File: src/rtl/cpu_operand_fetch.sv
// Operand fetch stage (p2 -> p3): forwards results from execute and
// writeback onto the register-file read data, inserts a single bubble on a
// load-use hazard, and registers operands and destination info into the p3
// pipeline register. Also counts load-use bubbles in a saturating counter.
module cpu_operand_fetch #(
  parameter int XLEN      = 32,
  parameter int CNT_WIDTH = 16
) (
  input  logic                 clock,
  input  logic                 reset,
  input  logic                 p2_valid,
  input  logic [4:0]           p2_reg_a,
  input  logic [4:0]           p2_reg_b,
  input  logic                 p2_use_a,
  input  logic                 p2_use_b,
  input  logic [XLEN-1:0]      p2_reg_data_a,
  input  logic [XLEN-1:0]      p2_reg_data_b,
  input  logic [XLEN-1:0]      p2_literal,
  input  logic                 p2_use_literal,
  input  logic [4:0]           p2_reg_d,
  input  logic                 p2_write_en,
  input  logic                 p2_is_load,
  input  logic [XLEN-1:0]      p3_alu_result,
  input  logic                 p3_stall_in,
  input  logic                 p3_flush,
  input  logic [4:0]           p4_reg_d,
  input  logic                 p4_write_en,
  input  logic [XLEN-1:0]      p4_reg_data_d,
  output logic                 p2_stall,
  output logic                 p3_valid,
  output logic [XLEN-1:0]      p3_op_a,
  output logic [XLEN-1:0]      p3_op_b,
  output logic [4:0]           p3_reg_d,
  output logic                 p3_write_en,
  output logic                 p3_is_load,
  output logic [CNT_WIDTH-1:0] load_use_count
);

  logic                 valid_q, valid_d;
  logic                 we_q, we_d;
  logic                 ld_q, ld_d;
  logic [4:0]           rd_q, rd_d;
  logic [XLEN-1:0]      op_a_q, op_a_d;
  logic [XLEN-1:0]      op_b_q, op_b_d;
  logic [CNT_WIDTH-1:0] cnt_q, cnt_d;

  logic [XLEN-1:0] fwd_a, fwd_b, op_b_next;
  logic            p3_alu_wr;
  logic            hazard;

  // Only a non-load p3 instruction has its result available this cycle;
  // a load result appears one cycle later through the p4 path.
  assign p3_alu_wr = valid_q & we_q & ~ld_q;

  // Forwarding mux for operand A: r0 first, then youngest writer wins.
  always_comb begin
    fwd_a = p2_reg_data_a;
    if (p2_reg_a == 5'd0)                       fwd_a = '0;
    else if (p3_alu_wr && rd_q == p2_reg_a)     fwd_a = p3_alu_result;
    else if (p4_write_en && p4_reg_d == p2_reg_a) fwd_a = p4_reg_data_d;
  end

  // Forwarding mux for operand B, same priority as A.
  always_comb begin
    fwd_b = p2_reg_data_b;
    if (p2_reg_b == 5'd0)                       fwd_b = '0;
    else if (p3_alu_wr && rd_q == p2_reg_b)     fwd_b = p3_alu_result;
    else if (p4_write_en && p4_reg_d == p2_reg_b) fwd_b = p4_reg_data_d;
  end

  assign op_b_next = p2_use_literal ? p2_literal : fwd_b;

  // A literal-replaced B operand never reads the register, so it cannot
  // depend on the load in p3.
  assign hazard = p2_valid & valid_q & we_q & ld_q & (rd_q != 5'd0) &
                  ((p2_use_a & (p2_reg_a == rd_q)) |
                   (p2_use_b & ~p2_use_literal & (p2_reg_b == rd_q)));

  assign p2_stall = p2_valid & (p3_stall_in | (hazard & ~p3_flush));

  // Next-state for the p3 register: stall holds, flush/hazard bubble,
  // otherwise capture p2. Operands may go stale inside a bubble.
  always_comb begin
    valid_d = valid_q;
    we_d    = we_q;
    ld_d    = ld_q;
    rd_d    = rd_q;
    op_a_d  = op_a_q;
    op_b_d  = op_b_q;
    cnt_d   = cnt_q;
    if (p3_stall_in) begin
      // hold everything
    end else if (p3_flush || hazard) begin
      valid_d = 1'b0;
      we_d    = 1'b0;
      ld_d    = 1'b0;
      if (!p3_flush && cnt_q != {CNT_WIDTH{1'b1}}) cnt_d = cnt_q + 1'b1;
    end else begin
      valid_d = p2_valid;
      we_d    = p2_valid & p2_write_en;
      ld_d    = p2_valid & p2_is_load;
      rd_d    = p2_reg_d;
      op_a_d  = fwd_a;
      op_b_d  = op_b_next;
    end
  end

  // p3 pipeline register and stall counter.
  always_ff @(posedge clock or posedge reset) begin
    if (reset) begin
      valid_q <= 1'b0;
      we_q    <= 1'b0;
      ld_q    <= 1'b0;
      rd_q    <= '0;
      op_a_q  <= '0;
      op_b_q  <= '0;
      cnt_q   <= '0;
    end else begin
      valid_q <= valid_d;
      we_q    <= we_d;
      ld_q    <= ld_d;
      rd_q    <= rd_d;
      op_a_q  <= op_a_d;
      op_b_q  <= op_b_d;
      cnt_q   <= cnt_d;
    end
  end

  assign p3_valid       = valid_q;
  assign p3_write_en    = we_q;
  assign p3_is_load     = ld_q;
  assign p3_reg_d       = rd_q;
  assign p3_op_a        = op_a_q;
  assign p3_op_b        = op_b_q;
  assign load_use_count = cnt_q;

endmodule

File: config.mk
export PLATFORM = sky130hd
export DESIGN_NAME = cpu_operand_fetch
export DESIGN_NICKNAME = d
export VERILOG_FILES = /design/src/rtl/cpu_operand_fetch.sv
export SDC_FILE = /design/constraint.sdc
export NUM_CORES = 1
export LEC_CHECK = 0
export BUFFER_PORTS_ARGS = -buffer_cell sky130_fd_sc_hd__buf_2
export CAP_MARGIN = 20
export CELL_PAD_IN_SITES_DETAIL_PLACEMENT = 2
export CELL_PAD_IN_SITES_GLOBAL_PLACEMENT = 2
export CORE_MARGIN = 5
export CORE_UTILIZATION = 23
export DETAILED_ROUTE_END_ITERATION = 12
export GPL_ROUTABILITY_DRIVEN = 0
export GPL_TIMING_DRIVEN = 0
export PLACE_DENSITY_LB_ADDON = 0.1
export SETUP_SLACK_MARGIN = 0.4
export SLEW_MARGIN = 25
export SYNTH_ARGS = -nofsm -noshare
export SYNTH_HDL_FRONTEND = slang
export SYNTH_SLANG_ARGS = --single-unit
File: constraint.sdc
create_clock -name clock -period 2.6 [get_ports clock]
set_clock_uncertainty 0.15 [all_clocks]
set_input_delay 0.26 -clock clock [delete_from_list [all_inputs] [get_ports clock]]
set_output_delay 0.26 -clock clock [all_outputs]
set_load 0.1 [all_outputs]
# [Word level (Yosys, flattened, before mapping)]
# Index checks and enable logic that the tools add are counted.
[word_totals] register_bits=88 wordCells=58
[op_classes] addsub=1 n_mux=10 n_eq_ne=7 n_bitwise=21 n_reduce_logical=12
[op_table] cell="two-way mux 32 bit" n=7
[op_table] cell="equality test 5 bit" n=6
[op_table] cell="adder 16 x 1 -> 16 bit (second input constant)" n=1
[op_table] cell="!= test 16 bit (second input constant)" n=1
[op_table] cell="bitwise AND 1 bit" n=14
[op_table] cell="zero test 5 bit" n=2
[op_table] cell="logical AND 1 bit" n=5
[op_table] cell="NOT 1 bit" n=5
[op_table] cell="nonzero test 5 bit" n=1
[op_table] cell="two-way mux 1 bit" n=3
[op_table] cell="AND reduction 3 bit" n=1
[op_table] cell="bitwise OR 1 bit" n=2
[op_table] cell="AND reduction 2 bit" n=1
[op_table] cell="zero test 1 bit" n=1
[op_table] cell="logical OR 1 bit" n=1

# [Depth between registers and ports, before layout]
# Gate-level depths: netlist of run 1.
[logic_depth] depth_word=8 depth_mapped=9 mapped_depth_nobuf=6

# [Worst setup path before layout of run 1]
# Ideal clock, no wire load.
[synth_timing] path_type="register -> output" start="register rd_q[1], in the netlist p3_reg_d[1]" end="output p2_stall" setup_slack_ns=-0.462 path_buffers=1 stages_incl_launch_ff=8 t_arrival_ns=2.652 cell_sequence="dfrtp_1 > xor2_1 > nor3_2 > and4b_1 > o21ai_2 > buf_2 > nor2_1 > o21a_1"
[synth_between] elab_chain_len=7
[synth_lines] element="from (decl)" line="42" rtl="logic [4:0] rd_q, rd_d;"
[synth_lines] element="from (signal assigned)" line="122" rtl="rd_q <= rd_d;"
[synth_lines] element="equality test 5 bit, on equally long branches" line="76, 77"
[synth_lines] element="bitwise AND 1 bit, on equally long branches" line="76, 77"
[synth_lines] element="bitwise OR 1 bit" line="76" rtl="((p2_use_a & (p2_reg_a == rd_q)) |"
[synth_lines] element="bitwise AND 1 bit (*)" line="75" rtl="assign hazard = p2_valid & valid_q & we_q & ld_q & (rd_q != 5'd0) &"
[synth_lines] element="bitwise AND 1 bit (*)" line="79" rtl="assign p2_stall = p2_valid & (p3_stall_in | (hazard & ~p3_flush));"
[synth_lines] element="bitwise OR 1 bit (*)" line="79"
[synth_lines] element="bitwise AND 1 bit (*)" line="79"
[synth_lines] element="to (decl)" line="29" rtl="output logic p2_stall,"
# Mark *: on every way between the ends. The rest lies on a longest branch, timed or not.

# [Final worst setup path of run 1]
[layout_timing] start="register rd_q[0], in the netlist p3_reg_d[0]" end="output p2_stall"
# The elaborated chain is that of the path after synthesis.

==> results of run 1 <==
## placed cells by master (no fill, tap or decap), types with 3 or more instances in the layout
cell / Yosys / final
bufinv_16: 0 / 3
o221ai_4: 0 / 30
o22ai_2: 0 / 26
a31oi_4: 0 / 15
dfrtp_1: 88 / 68
dfrtp_2: 0 / 11
xor2_2: 0 / 3
buf_4: 0 / 9
inv_1: 40 / 39
nand2_1: 71 / 68
buf_6: 7 / 25
mux2_1: 8 / 8
clkbuf_8: 0 / 6
dlygate4sd3_1: 0 / 5
o22ai_4: 0 / 5
nor3_2: 1 / 4
nor4_4: 0 / 9
dfrtp_4: 0 / 9
nor2_4: 0 / 3
nor2_2: 0 / 4
a31oi_1: 32 / 10
nand4_1: 6 / 6
clkbuf_16: 0 / 16
buf_8: 0 / 3
clkbuf_1: 30 / 13
nor2_1: 11 / 4
a21oi_1: 66 / 65
buf_12: 0 / 17
xor2_1: 24 / 21
nor3_4: 0 / 3
xnor2_1: 8 / 7
buf_2: 13 / 283
o2bb2ai_1: 32 / 21
clkbuf_2: 1 / 6
a31oi_2: 0 / 7
nand3_1: 9 / 7
mux2_2: 30 / 28
o2bb2ai_2: 0 / 11
## registers in the layout (all words and copies together) (netlist names)
| signal | cells |
|---|---|
| p3_valid | 1 |
| p3_write_en | 1 |
| load_use_count | 16 |
| p3_reg_d | 5 |
| p3_is_load | 1 |
| p3_op_b | 32 |
| p3_op_a | 32 |
## per-layer routing
layer  global-route usage  vias to the layer above
li1                     -                     2826
met1               0.2466                     3116
met2               0.3580                      179
met3              0.05078                       26
met4              0.03606                       10
met5                    0                        -
## final cells by class
class / count / area (sq um)
Antenna cell: 1 / 2.502
Buffer: 51 / 534.3
Clock buffer: 11 / 242.7
Clock inverter: 5 / 103.9
Fill cell: 2433 / 12930
Inverter: 40 / 153.9
Multi-Input combinational cell: 400 / 4071
Sequential cell: 88 / 2250
Tap cell: 285 / 356.6
Timing Repair Buffer: 322 / 1993
## stage by stage
step	util	setup TNS, ps	std cells
2_1_floorplan	-	-115.4	579
3_5_place_dp	0.3175	-1345	1145
5_1_grt	0.4288	-195.3	1203
6_report	0.4288	0	1203
3_3_place_gp	0.3148	-286.1	1142
4_1_cts	0.3687	0	1183
## critical path: stages (launching register included)
cell and delay (ps):
dfrtp_4 510, xor2_2 160, nor3_2 240, and4b_1 300
o21ai_4 80, buf_6 140, nor2_4 60, o21a_1 150
buf_12 180
## repair_timing
item,CTS,global route
hold buffers,5,0
hold endpoints to repair,65,0
pin swaps,22,52
resized for setup,127,170
setup endpoints to repair,79,88
setup buffers,15,13
cloned,2,6
## logic make-up after synthesis
kind of cell / Yosys count
adder cells (fa/ha/maj): 1
AO/OA/AOI/OAI: 202
XOR/XNOR: 32
flip-flops: 88
multiplexers: 38
buffers and inverters: 91
AND/OR/NAND/NOR: 127
## where the power goes
group / switching [mW] / internal [mW] / leakage (nW) / total (mW)
combinational: 1.82 / 0.646 / 3.09 / 2.46
clock: 0.606 / 0.968 / 0.170 / 1.57
sequential: 0.115 / 1.53 / 1.04 / 1.65
## worst paths after layout
path / start / slack [ps] / cells past startpoint / end
setup / recovery: p3_reg_d[0] / 10 / 8 / p2_stall
hold / removal: p2_reg_d[0] / 9 / 2 / p3_reg_d[0]
setup reg to reg: p3_reg_d[0] / 60 / 11 / p3_op_b[17]
hold reg to reg: load_use_count[11] / 320 / 1 / load_use_count[11]
max in group asynchronous: reset / 1350 / 5 / p3_op_a[27]
min in group asynchronous: reset / 280 / 3 / p3_op_a[2]
==> results.toml, run 1 <==
[yosys]
ys_ff_latch = 88
synthXorXnorAreaFrac = 0.05307
synthMuxAreaShare = 0.08102
synth-simple-area-share = 0.1106
synth-main-ff-cell = "dfrtp_1"
yosysSeqAreaShare = 0.4170
syn_inst = 579
synth_fa_ha_area_frac = 0.002369
synth_most_common_cell = "dfrtp_1"
post_synth.cell_area_avg_sq_um = 9.121
synth_top_area_share = 0.4170
synth_edf_count = 0
synth-compound-area-share = 0.2580
yosys_warnings = 0
syn-num-nets = 771
async_flop_share = 1.000
synth_top_family_by_area = "compound AO/OA/AOI/OAI gates"
synth_cell_types = 37
synth_area_sq_um = 5281
yosys-top-cells-count = "dfrtp_1, nand2_1, a21oi_1"
synth_top_cell_by_area = "dfrtp_1"
synthTopCellsByArea = "dfrtp_1, mux2_2, a21oi_1"

[setup_path]
worstSetupStartpointType = "flop"
path_max_fanout = 5
criticalPathCategory = "flop to output port"
worst_ep_required_time_ps = 2190
critical_path_arrival_ps = 2180
endpoint_kind = "output port"

[cts]
clock_path_buffers = 2
cts_tree = "yes"
cts_sinks = 88
htreeDepth = 3
clk_latency_ps = 350
clock-root-buffer = "clkbuf_16"
cts.clk_slew.worst_paths_ps = 60
cts_made_buffers = 9

[sta]
max_freq_mhz = 386.6
period_share = 0.9949
tightest_slew_ps = 1036
slew_headroom = 0.3091
grt_setup_unrepaired = "true"
hold_slack_ps = 8.743
layout_min_cycle_time_ps = 2587
setup_ws_ps = 13.24
hold_viol = 0
slew_violations = 0
setup_viol = 0

[run]
drv_cap = 0

[placement]
dp_worst_setup_slack_ps = -115.8
io_buffers = 278
hpwl_um = 21190
placed_cell_area_sq_um = 7188

[floorplanning]
dieArea_sq_um = 26090
die_w_um = 161.5
initial_core_util = 0.2333
fp.dieH_um = 161.5
num_rows = 55
io_pins = 280
coreArea_sq_um = 22640

[power]
power.total_mw = 5.684
power.leakage_nw = 4.301
ir_drop_mv = 0.3927
p_per_area_nw_per_um2 = 585.5

[layout]
final_nets = 1104
area_growth_pct = 83.82
fin_area_sq_um = 9708
drive_gt1_frac = 0.6052

[drt]
met2WireLength_um = 15260
wl_um = 28820
vias = 6157
drc = 0
wl_met3_um = 1530
wl_met1_um = 11620
routed.top_layer = "met5"
drt_iter0_drc = 170
drtPass1Iterations = 4
vias_per_cell = 5.118
drtAntennaViolNets = 0
wl_per_cell_um = 23.96

[grt]
grt_pass1_wl_um = 40920
grt_usage = 0.2004
gr-total-overflow = 0
antenna_found_initial = 6
grt_pass1_vias = 6929
grt_max_degree = 29

[hold_path]
hold_class = "input pin to flop"

[run_status]
status = "finished clean"
(Power assumes the default switching activity.)
==> inputs of run 2 (changes only) <==
Settings changed: CTS_BUF_LIST set to sky130_fd_sc_hd__clkbuf_2, SETUP_SLACK_MARGIN 0.4 to 0.3.
==> run 2 against run 1 <==
Die area is the same. Cell count grew 15%. Critical endpoint unchanged. Clock-buffer cell count shrank 2. Clock power shrank 50%. Final area grew 11%. Core utilization grew 4.6 points. The flow now finishes with violations (negative setup slack). Global-route usage grew 3.6 points. Critical path depth is the same. Flip-flop and latch count is the same. Sequential power is essentially flat. Maximum frequency shrank 12%.
==> results.toml, run 2 (synthesis gave the netlist of run 1 again) <==
[run_status]
status = "complete, but fails checks"
violations = "negative setup slack"

[sta]
layout_min_cycle_time_ps = 2956
slew_violations = 0
setup_tns_ps = -10850
grt_setup_unrepaired = "true"
tightest_slew_ps = 853.6
period_share = 1.137
hold_viol = 0
setup_viol = 73
setup_ws_ps = -356.2
slew_headroom = 0.4309
max_freq_mhz = 338.3

[run]
drv_cap = 0

[placement]
dp_cells = 1145
hpwl_um = 20890
placed_cell_area_sq_um = 7127
io_buffers = 278
dp_worst_setup_slack_ps = -237.0

[hold_path]
hold_path_end = "p3_op_b[1]"
hold_class = "input pin to flop"
hold_start = "p2_reg_data_b[1]"
holdPathStages = 4

[floorplanning]
coreArea_sq_um = 22640
num_rows = 55
dieArea_sq_um = 26090
initial_core_util = 0.2333
io_pins = 280
die_w_um = 161.5
fp.dieH_um = 161.5

[setup_path]
r2r-end = "p3_op_b[10]"
crit_buf_inv = 2
path_cells = "xor2_2 -> nor3_2 -> and4b_1 -> o21ai_4 -> buf_8 -> nor2_4 -> o21a_1 -> buf_12"
cp_top_family = "simple AND/OR/NAND/NOR gates"
slowest_stage = "dfrtp_4"
endpoint_kind = "output port"
slowest_delay_ps = 560
cp.depth = 8
r2r_start = "p3_reg_d[1]"
ff2ff_path_depth = 13
worst_ep_required_time_ps = 2190
worstSetupStartpointType = "flop"
ff2ff_setup_slack_ps = -200
path_max_fanout = 3
critical_path_arrival_ps = 2550
criticalPathCategory = "flop to output port"

[power]
p_per_area_nw_per_um2 = 477.6
ir_drop_mv = 0.2692
power.leakage_nw = 4.844

[drt]
drc = 0
wl_per_cell_um = 24.99
drtAntennaViolNets = 0
vias_per_cell = 5.113
drtPass1Iterations = 6
drt_iter0_drc = 246
wl_um = 34720
vias = 7102

[cts]
cts_tree = "yes"
cts_made_buffers = 9
cts_sinks = 88
htreeDepth = 3
clock-root-buffer = "clkbuf_2"
clk_latency_ps = 630
cts.clk_slew.worst_paths_ps = 260
clock_path_buffers = 2

[layout]
layout_common_cells = "buf_2, dlygate4sd3_1, nand2_1"
fin_area_sq_um = 10760
mostFrequentLayoutCell = "buf_2"
final_cell_count_no_fill = 1389
drive_gt1_frac = 0.4754
final_nets = 1285
area_growth_pct = 103.7

[grt]
grt_pass1_vias = 8128
gr-total-overflow = 0
grt_max_degree = 31
grt_usage = 0.2361
grt_pass1_wl_um = 47790
antenna_found_initial = 6
## run 2: changes by cell type in the layout (fill, tap and decap cells not counted), sizes merged
cell	before	now
inv	39	40
dlygate4sd3	5	183
diode	1	6
buf	337	336
clkbuf	42	44
clkinvlp	1	4
bufinv	3	1
## run 2: area by class of cell
| class | count | area, sq um |
|---|---|---|
| tap | 285 | 356.6 |
| sequential | 88 | 2233 |
| timing repair buffer | 503 | 3767 |
| antenna | 6 | 15.01 |
| multi-input combinational | 400 | 3637 |
| fill | 2361 | 11880 |
| buffer | 51 | 476.7 |
| clock buffer | 9 | 45.04 |
| inverter | 40 | 153.9 |
| clock inverter | 7 | 71.32 |
## run 2: worst max path at each step
| stage | startpoint | end | slack [ps] |
|---|---|---|---|
| global route | p3_reg_d[1] | p2_stall | -490 |
| CTS | p3_reg_d[3] | p2_stall | -300 |
| global placement | p3_reg_d[1] | p3_op_b[26] | -190 |
| detailed placement | p3_reg_d[1] | p3_op_b[26] | -240 |
| floorplan | p3_reg_d[0] | p2_stall | -140 |
| finish | p3_reg_d[1] | p2_stall | -360 |
## run 2: timing repair
| action | in CTS | in global routing |
|---|---|---|
| hold buffers | 183 | 0 |
| hold endpoints to repair | 160 | 0 |
| pin swaps | 11 | 26 |
| gates cloned | 0 | 9 |
| endpoints found under the setup margin | 77 | 87 |
| gates resized for setup | 83 | 138 |
| buffers inserted | 13 | 17 |
## run 2: power breakdown
part / internal, mW / leakage (nW) / switching, mW
Sequential: 1.53 / 1.04 / 0.111
Combinational: 0.816 / 3.74 / 1.89
Clock: 0.220 / 0.0643 / 0.572
Total: 2.56 / 4.84 / 2.57
## run 2: worst min-delay path, stage by stage
cell,delay (ps)
buf_2,70
mux2_2,140
o221ai_2,130
a31oi_4,170
## run 2: layer usage
layer | track usage | up-vias | wire, um
met2 | 0.4461 | 246 | 18740
li1 | - | 3189 | -
met1 | 0.2621 | 3606 | 13320
met5 | 0 | - | 0
met4 | 0.07949 | 0 | 946
met3 | 0.04848 | 61 | 1710
## run 2: stage by stage
| stage | utilization | hold WS (ps) | total power, mW |
|---|---|---|---|
| 6_report | 0.4751 | 50.86 | 5.137 |
| 5_1_grt | 0.4751 | 7.409 | 5.328 |
| 4_1_cts | 0.4221 | 3.815 | 4.827 |
| 3_5_place_dp | 0.3148 | 72.70 | 3.730 |
| 3_3_place_gp | 0.3120 | 311.1 | 3.685 |
| 2_1_floorplan | - | 238.3 | 3.180 |
